==> src/rtl/prod_accum_if.sv <==
`default_nettype none
// ============================================================================
// Module   : prod_accum_if
// Brief    : Product-stream, run-control and result signals for prod_accum.
// Revision : 1.0 - initial release
// ============================================================================
interface prod_accum_if #(
  parameter int ACC_W = 10
);
  logic [7:0]       p_in;
  logic             p_valid;
  logic             p_ready;
  logic             start;
  logic [3:0]       len;
  logic             busy;
  logic [ACC_W-1:0] acc_out;
  logic             acc_valid;
  logic             acc_ready;
  logic             ovf;

  modport master (
    output p_in, p_valid, start, len, acc_ready,
    input  p_ready, busy, acc_out, acc_valid, ovf
  );

  modport slave (
    input  p_in, p_valid, start, len, acc_ready,
    output p_ready, busy, acc_out, acc_valid, ovf
  );
endinterface
`default_nettype wire

==> src/rtl/prod_accum.sv <==
`default_nettype none
// ============================================================================
// Module   : prod_accum
// Brief    : Accumulates a run of len products into an ACC_W-bit sum with a
//            sticky overflow flag. Define PROD_ACCUM_SATURATE_EN to clamp the
//            sum at 2^ACC_W-1 instead of wrapping.
// Revision : 1.0 - initial release
// ============================================================================
module prod_accum #(
  parameter int ACC_W = 10
) (
  input  wire logic   clk,
  input  wire logic   rst_n,
  prod_accum_if.slave bus
);

  typedef enum logic [1:0] {
    IDLE = 2'd0,
    ACC  = 2'd1,
    DONE = 2'd2
  } state_t;

  localparam logic [ACC_W-1:0] C_ACC_MAX = '1;

  state_t           r_state;
  state_t           w_next;
  logic [3:0]       r_cnt;
  logic [ACC_W-1:0] r_acc;
  logic             r_ovf;
  logic             w_beat;
  logic             w_last;
  logic [ACC_W:0]   w_sum;
  logic [ACC_W-1:0] w_acc_next;

  assign w_beat = (r_state == ACC) && bus.p_valid;
  // Counter starts at len (0 encodes 16), so the beat seen at 1 is the last.
  assign w_last = w_beat && (r_cnt == 4'd1);
  assign w_sum  = {1'b0, r_acc} + {{(ACC_W-7){1'b0}}, bus.p_in};

`ifdef PROD_ACCUM_SATURATE_EN
  assign w_acc_next = (w_sum[ACC_W] || r_ovf) ? C_ACC_MAX : w_sum[ACC_W-1:0];
`else
  assign w_acc_next = w_sum[ACC_W-1:0];
`endif

  always_ff @(posedge clk or negedge rst_n) begin
    if (!rst_n) begin
      r_state <= IDLE;
    end else begin
      r_state <= w_next;
    end
  end

  always_comb begin
    w_next = r_state;
    case (r_state)
      IDLE:    if (bus.start)     w_next = ACC;
      ACC:     if (w_last)        w_next = DONE;
      DONE:    if (bus.acc_ready) w_next = IDLE;
      default:                    w_next = IDLE;
    endcase
  end

  always_ff @(posedge clk or negedge rst_n) begin
    if (!rst_n) begin
      r_cnt <= 4'd0;
      r_acc <= '0;
      r_ovf <= 1'b0;
    end else if ((r_state == IDLE) && bus.start) begin
      r_cnt <= bus.len;
      r_acc <= '0;
      r_ovf <= 1'b0;
    end else if (w_beat) begin
      r_cnt <= r_cnt - 4'd1;
      r_acc <= w_acc_next;
      r_ovf <= r_ovf | w_sum[ACC_W];
    end
  end

  assign bus.p_ready   = (r_state == ACC);
  assign bus.busy      = (r_state != IDLE);
  assign bus.acc_valid = (r_state == DONE);
  assign bus.acc_out   = r_acc;
  assign bus.ovf       = r_ovf;

endmodule
`default_nettype wire

==> src/flat_wrapper.sv <==
// flat-port wrapper written by rule: the top's interface ports become plain ports
module prod_accum_flat 
#(
  parameter int ACC_W = 10
)
  (clk, rst_n, bus_p_in, bus_p_valid, bus_start, bus_len, bus_acc_ready, bus_p_ready, bus_busy, bus_acc_out, bus_acc_valid, bus_ovf);
  prod_accum_if #(.ACC_W(ACC_W)) bus_i ();
  input  wire logic clk;
  input  wire logic rst_n;
  input wire logic [$bits(bus_i.p_in)-1:0] bus_p_in;
  input wire logic [$bits(bus_i.p_valid)-1:0] bus_p_valid;
  input wire logic [$bits(bus_i.start)-1:0] bus_start;
  input wire logic [$bits(bus_i.len)-1:0] bus_len;
  input wire logic [$bits(bus_i.acc_ready)-1:0] bus_acc_ready;
  output wire logic [$bits(bus_i.p_ready)-1:0] bus_p_ready;
  output wire logic [$bits(bus_i.busy)-1:0] bus_busy;
  output wire logic [$bits(bus_i.acc_out)-1:0] bus_acc_out;
  output wire logic [$bits(bus_i.acc_valid)-1:0] bus_acc_valid;
  output wire logic [$bits(bus_i.ovf)-1:0] bus_ovf;
  assign bus_i.p_in = bus_p_in;
  assign bus_i.p_valid = bus_p_valid;
  assign bus_i.start = bus_start;
  assign bus_i.len = bus_len;
  assign bus_i.acc_ready = bus_acc_ready;
  assign bus_p_ready = bus_i.p_ready;
  assign bus_busy = bus_i.busy;
  assign bus_acc_out = bus_i.acc_out;
  assign bus_acc_valid = bus_i.acc_valid;
  assign bus_ovf = bus_i.ovf;
  prod_accum #(.ACC_W(ACC_W)) u_core (.clk(clk), .rst_n(rst_n), .bus(bus_i));
endmodule
==> config.mk <==
export PLATFORM = sky130hd
export DESIGN_NAME = prod_accum_flat
export DESIGN_NICKNAME = d
export VERILOG_FILES = /design/src/rtl/prod_accum_if.sv /design/src/rtl/prod_accum.sv /design/src/flat_wrapper.sv
export SDC_FILE = /design/constraint.sdc
export NUM_CORES = 1
export LEC_CHECK = 0
export BUFFER_PORTS_ARGS = -buffer_cell sky130_fd_sc_hd__buf_2
export CELL_PAD_IN_SITES_DETAIL_PLACEMENT = 0
export CELL_PAD_IN_SITES_GLOBAL_PLACEMENT = 1
export CORE_ASPECT_RATIO = 1.1
export CORE_MARGIN = 4
export CORE_UTILIZATION = 34
export CTS_CLUSTER_SIZE = 20
export DETAILED_ROUTE_END_ITERATION = 7
export GPL_TIMING_DRIVEN = 0
export HOLD_SLACK_MARGIN = 0.05
export PLACE_DENSITY_LB_ADDON = 0.05
export SYNTH_ARGS = -nofsm -noshare
export SYNTH_HDL_FRONTEND = slang
export SYNTH_SLANG_ARGS = --single-unit
export TNS_END_PERCENT = 30
==> constraint.sdc <==
create_clock -name clk -period 2.1 [get_ports clk]
set_input_delay 0.42 -clock clk [delete_from_list [all_inputs] [get_ports clk]]
set_output_delay 0.42 -clock clk [all_outputs]
set_load 0.02 [all_outputs]
==> impl_metrics.ini <==
[synthesis]
synth_flop_cell = dfrtp_1
synth.yosys.seq_area_share_pct = 39.8
yosys.area.top_type_share_pct = 39.8
async_flop_share_pct = 100
yosys_warnings = 0
synth_cells = 115
yosys.area.top_type = dfrtp_1
synth.avg_cell_area_um2 = 9.30
postSynthRegisterBits = 17
synth-edff-count = 0
mappedNetlistArea_um2 = 1070
synth_nets = 143
netlist-cell-type-count = 28
synth_top_cells_by_area = dfrtp_1 (40%), ha_1 (12%), o21ai_0 (8.0%), nand2_1 (6.3%), xnor2_1 (3.3%)

[timing]
min_period_over_period_pct = 94.7
setup-violations-final = 0
slew_viol_final = 0
worst_slew_margin_rel_pct = 72.9
setup_ws_ns = 0.110
finalHoldViolations = 0
finalCriticalPeriod_ns = 1.99
worst_slew_pin_slew_ns = 0.404
fmax_ghz = 0.503
skew_ns = 0.00153

[clock_tree]
cts_inserted_buffers = 3
worst_skew_pair.late_latency_ns = 0.29
max_root_sink_buffers = 2
cts_sinks = 17
worst_setup_hold_path_clk_slew_ns = 0.10
cts_root_buffer = clkbuf_4
tritoncts = built
cts-htree-levels = 1

[floorplanning]
die-height_um = 66.8
die_width_um = 61.5
area_of_the_core_um2 = 3020
die_area_um2 = 4110
floorplan.initialDensity_pct = 35.4
floorplan.rows = 21
num_io_pins = 31

[power_and_ir_drop]
power.leakage_nw = 0.663
vdd_ir_drop_max_mv = 0.591
power.density_cell_area_nw_per_um2 = 1430

[placed_design]
detailedPlacementHpwl_mm = 1.89
gp_congestion = 0.774
dpl_ws_ns = -0.194
placed_area_um2 = 1270
io_buffer_count = 30

[setup_path]
start_kind = register
reg2regPathDepth = 7
timing.critical_path.cells = ha_4 > fa_2 > a211oi_4 > o21ai_2 > a31oi_2 > nor3b_1 > o21a_1
start_to_end_type_of_the_worst_setup_path = reg2reg
worstPathArrival_ns = 2.18
critPathMaxStageDelay_ns = 0.42
critPathMaxFanout = 3
timing.critical_path.required_ns = 2.29
worstSetupPathDepth = 7
endpoint_kind = register
timing.critical_path.slowest_stage_cell = dfrtp_1
path_delay_family = compound AO/OA/AOI/OAI gates
worst-r2r-setup-slack_ns = 0.11
worst-path-buf-inv = 0

[route]
drt_iter0_drc = 23
drt.antenna.violating_nets = 0
postRouteWirelength_mm = 2.44
drcViolationCount = 0
drtPass1Iterations = 4
vias = 937
wl_per_cell_um = 13.1
route.detailed.vias_per_inst = 5.04

[worst_hold_path]
hold_path.class = in2reg
timing.hold.worst_path_depth = 3

[layout]
areaGrowthSynthToFinish_pct = 26.3
stdcell_area_um2 = 1350
n_antenna_cell = 0
share_of_final_layout_standard_cells_stronger_than_drive_strength_1_pct = 28.9
finish.utilization_pct = 44.7
layout.nets = 181

[global_route]
grt.overflow.total = 0
antenna_found_initial = 0
gr-usage-all-layers_pct = 13.2
grt_max_degree = 18
grt_pass1_wl_mm = 4.02
first_global_vias = 936

[flow_run]
maxcap_viol_count = 0

[run_status]
run_status = complete, no violations
==> placed cells by master (no fill, tap or decap), drive strengths merged, types with 4 or more instances in the layout <==
| cell | count |
|---|---|
| dfrtp | 17 |
| a211oi | 4 |
| a21oi | 6 |
| clkbuf | 5 |
| buf | 33 |
| nor2 | 6 |
| inv | 4 |
| o21ai | 17 |
| nand2 | 19 |
| xnor2 | 4 |
| ha | 10 |
==> tightest hold or removal path: stages <==
cell	delay [ns]
buf_2	0.07
nand2_1	0.03
o21ai_0	0.06
==> kinds of logic (layout without fill, tap and decap cells) <==
kind of cell / count (synthesis) / count (layout) / synth area share [%]
xor+xnor: 7 / 7 / 5.73
compound gates: 39 / 39 / 22.1
flops: 17 / 17 / 39.8
buf+inv: 6 / 43 / 2.81
simple gates: 35 / 35 / 16.0
fa+ha+maj: 11 / 11 / 13.6
==> power breakdown <==
part | total, mW | internal [mW] | leakage [nW] | switching, mW
clock | 0.175 | 0.0738 | 0.0150 | 0.101
combinational | 1.16 | 0.496 | 0.435 | 0.660
sequential | 0.597 | 0.471 | 0.213 | 0.126
==> sequential cells by signal (all words and copies together) (netlist names) <==
signal	flops
u_core.r_cnt	4
u_core.r_state	2
u_core.bus.acc_out	10
u_core.bus.ovf	1
==> timing repair <==
action / CTS / global route
endpoints found under the setup margin: 2 / 2
pin swaps: 2 / 3
setup buffers: 0 / 2
endpoints found under the hold margin: 9 / 0
hold buffers: 1 / 0
gates cloned: 0 / 0
resized for setup: 2 / 5
==> path summary, 6_finish.rpt <==
check / from / end
max reg2reg: u_core.bus.acc_out[0]$_DFFE_PN0P_ / u_core.bus.ovf$_DFFE_PN0P_
min in group asynchronous: rst_n / u_core.r_state[1]$_DFFE_PN0P_
max in group asynchronous: rst_n / u_core.bus.acc_out[7]$_DFFE_PN0P_
min: bus_len[0] / u_core.r_cnt[0]$_DFFE_PN0P_
max: u_core.bus.acc_out[0]$_DFFE_PN0P_ / u_core.bus.ovf$_DFFE_PN0P_
min reg2reg: u_core.bus.ovf$_DFFE_PN0P_ / u_core.bus.ovf$_DFFE_PN0P_
==> cell usage after synthesis, types with 2 or more instances <==
master / number
a31oi_1: 2
a211oi_1: 4
xnor2_1: 4
a21oi_1: 6
o21ai_0: 17
and2_1: 2
ha_1: 10
a22o_1: 3
dfrtp_1: 17
o21bai_1: 2
a21o_1: 3
inv_1: 4
or3_1: 2
nand2_1: 18
nor3b_1: 2
nor2_1: 5
xor2_1: 3
==> area by class of cell <==
class | instances | area (um^2)
fill | 309 | 1670
multi-input combinational | 92 | 652
sequential | 17 | 425
timing repair buffer | 33 | 175
tap | 34 | 42.5
clock buffer | 4 | 26.3
buffer | 2 | 15.0
inverter | 4 | 15.0
==> layer usage <==
metal	up-vias	share of wire, %	GRT usage [%]
li1	480	-	-
met1	439	44	15.7
met2	16	51	23.7
met3	2	4.3	1.16
met4	0	0.86	4.77
met5	-	0	0
==> through the flow <==
step	hold WS (ns)	power [mW]	TNS, ns	cells
2_1_floorplan	0.124	1.39	0	115
3_3_place_gp	0.374	1.68	-0.346	179
3_5_place_dp	0.376	1.70	-0.373	179
4_1_cts	0.315	1.89	0	184
5_1_grt	0.321	2.13	-0.00801	186
6_report	0.328	1.93	0	186
Note: power is estimated with default switching activity, not from simulation.
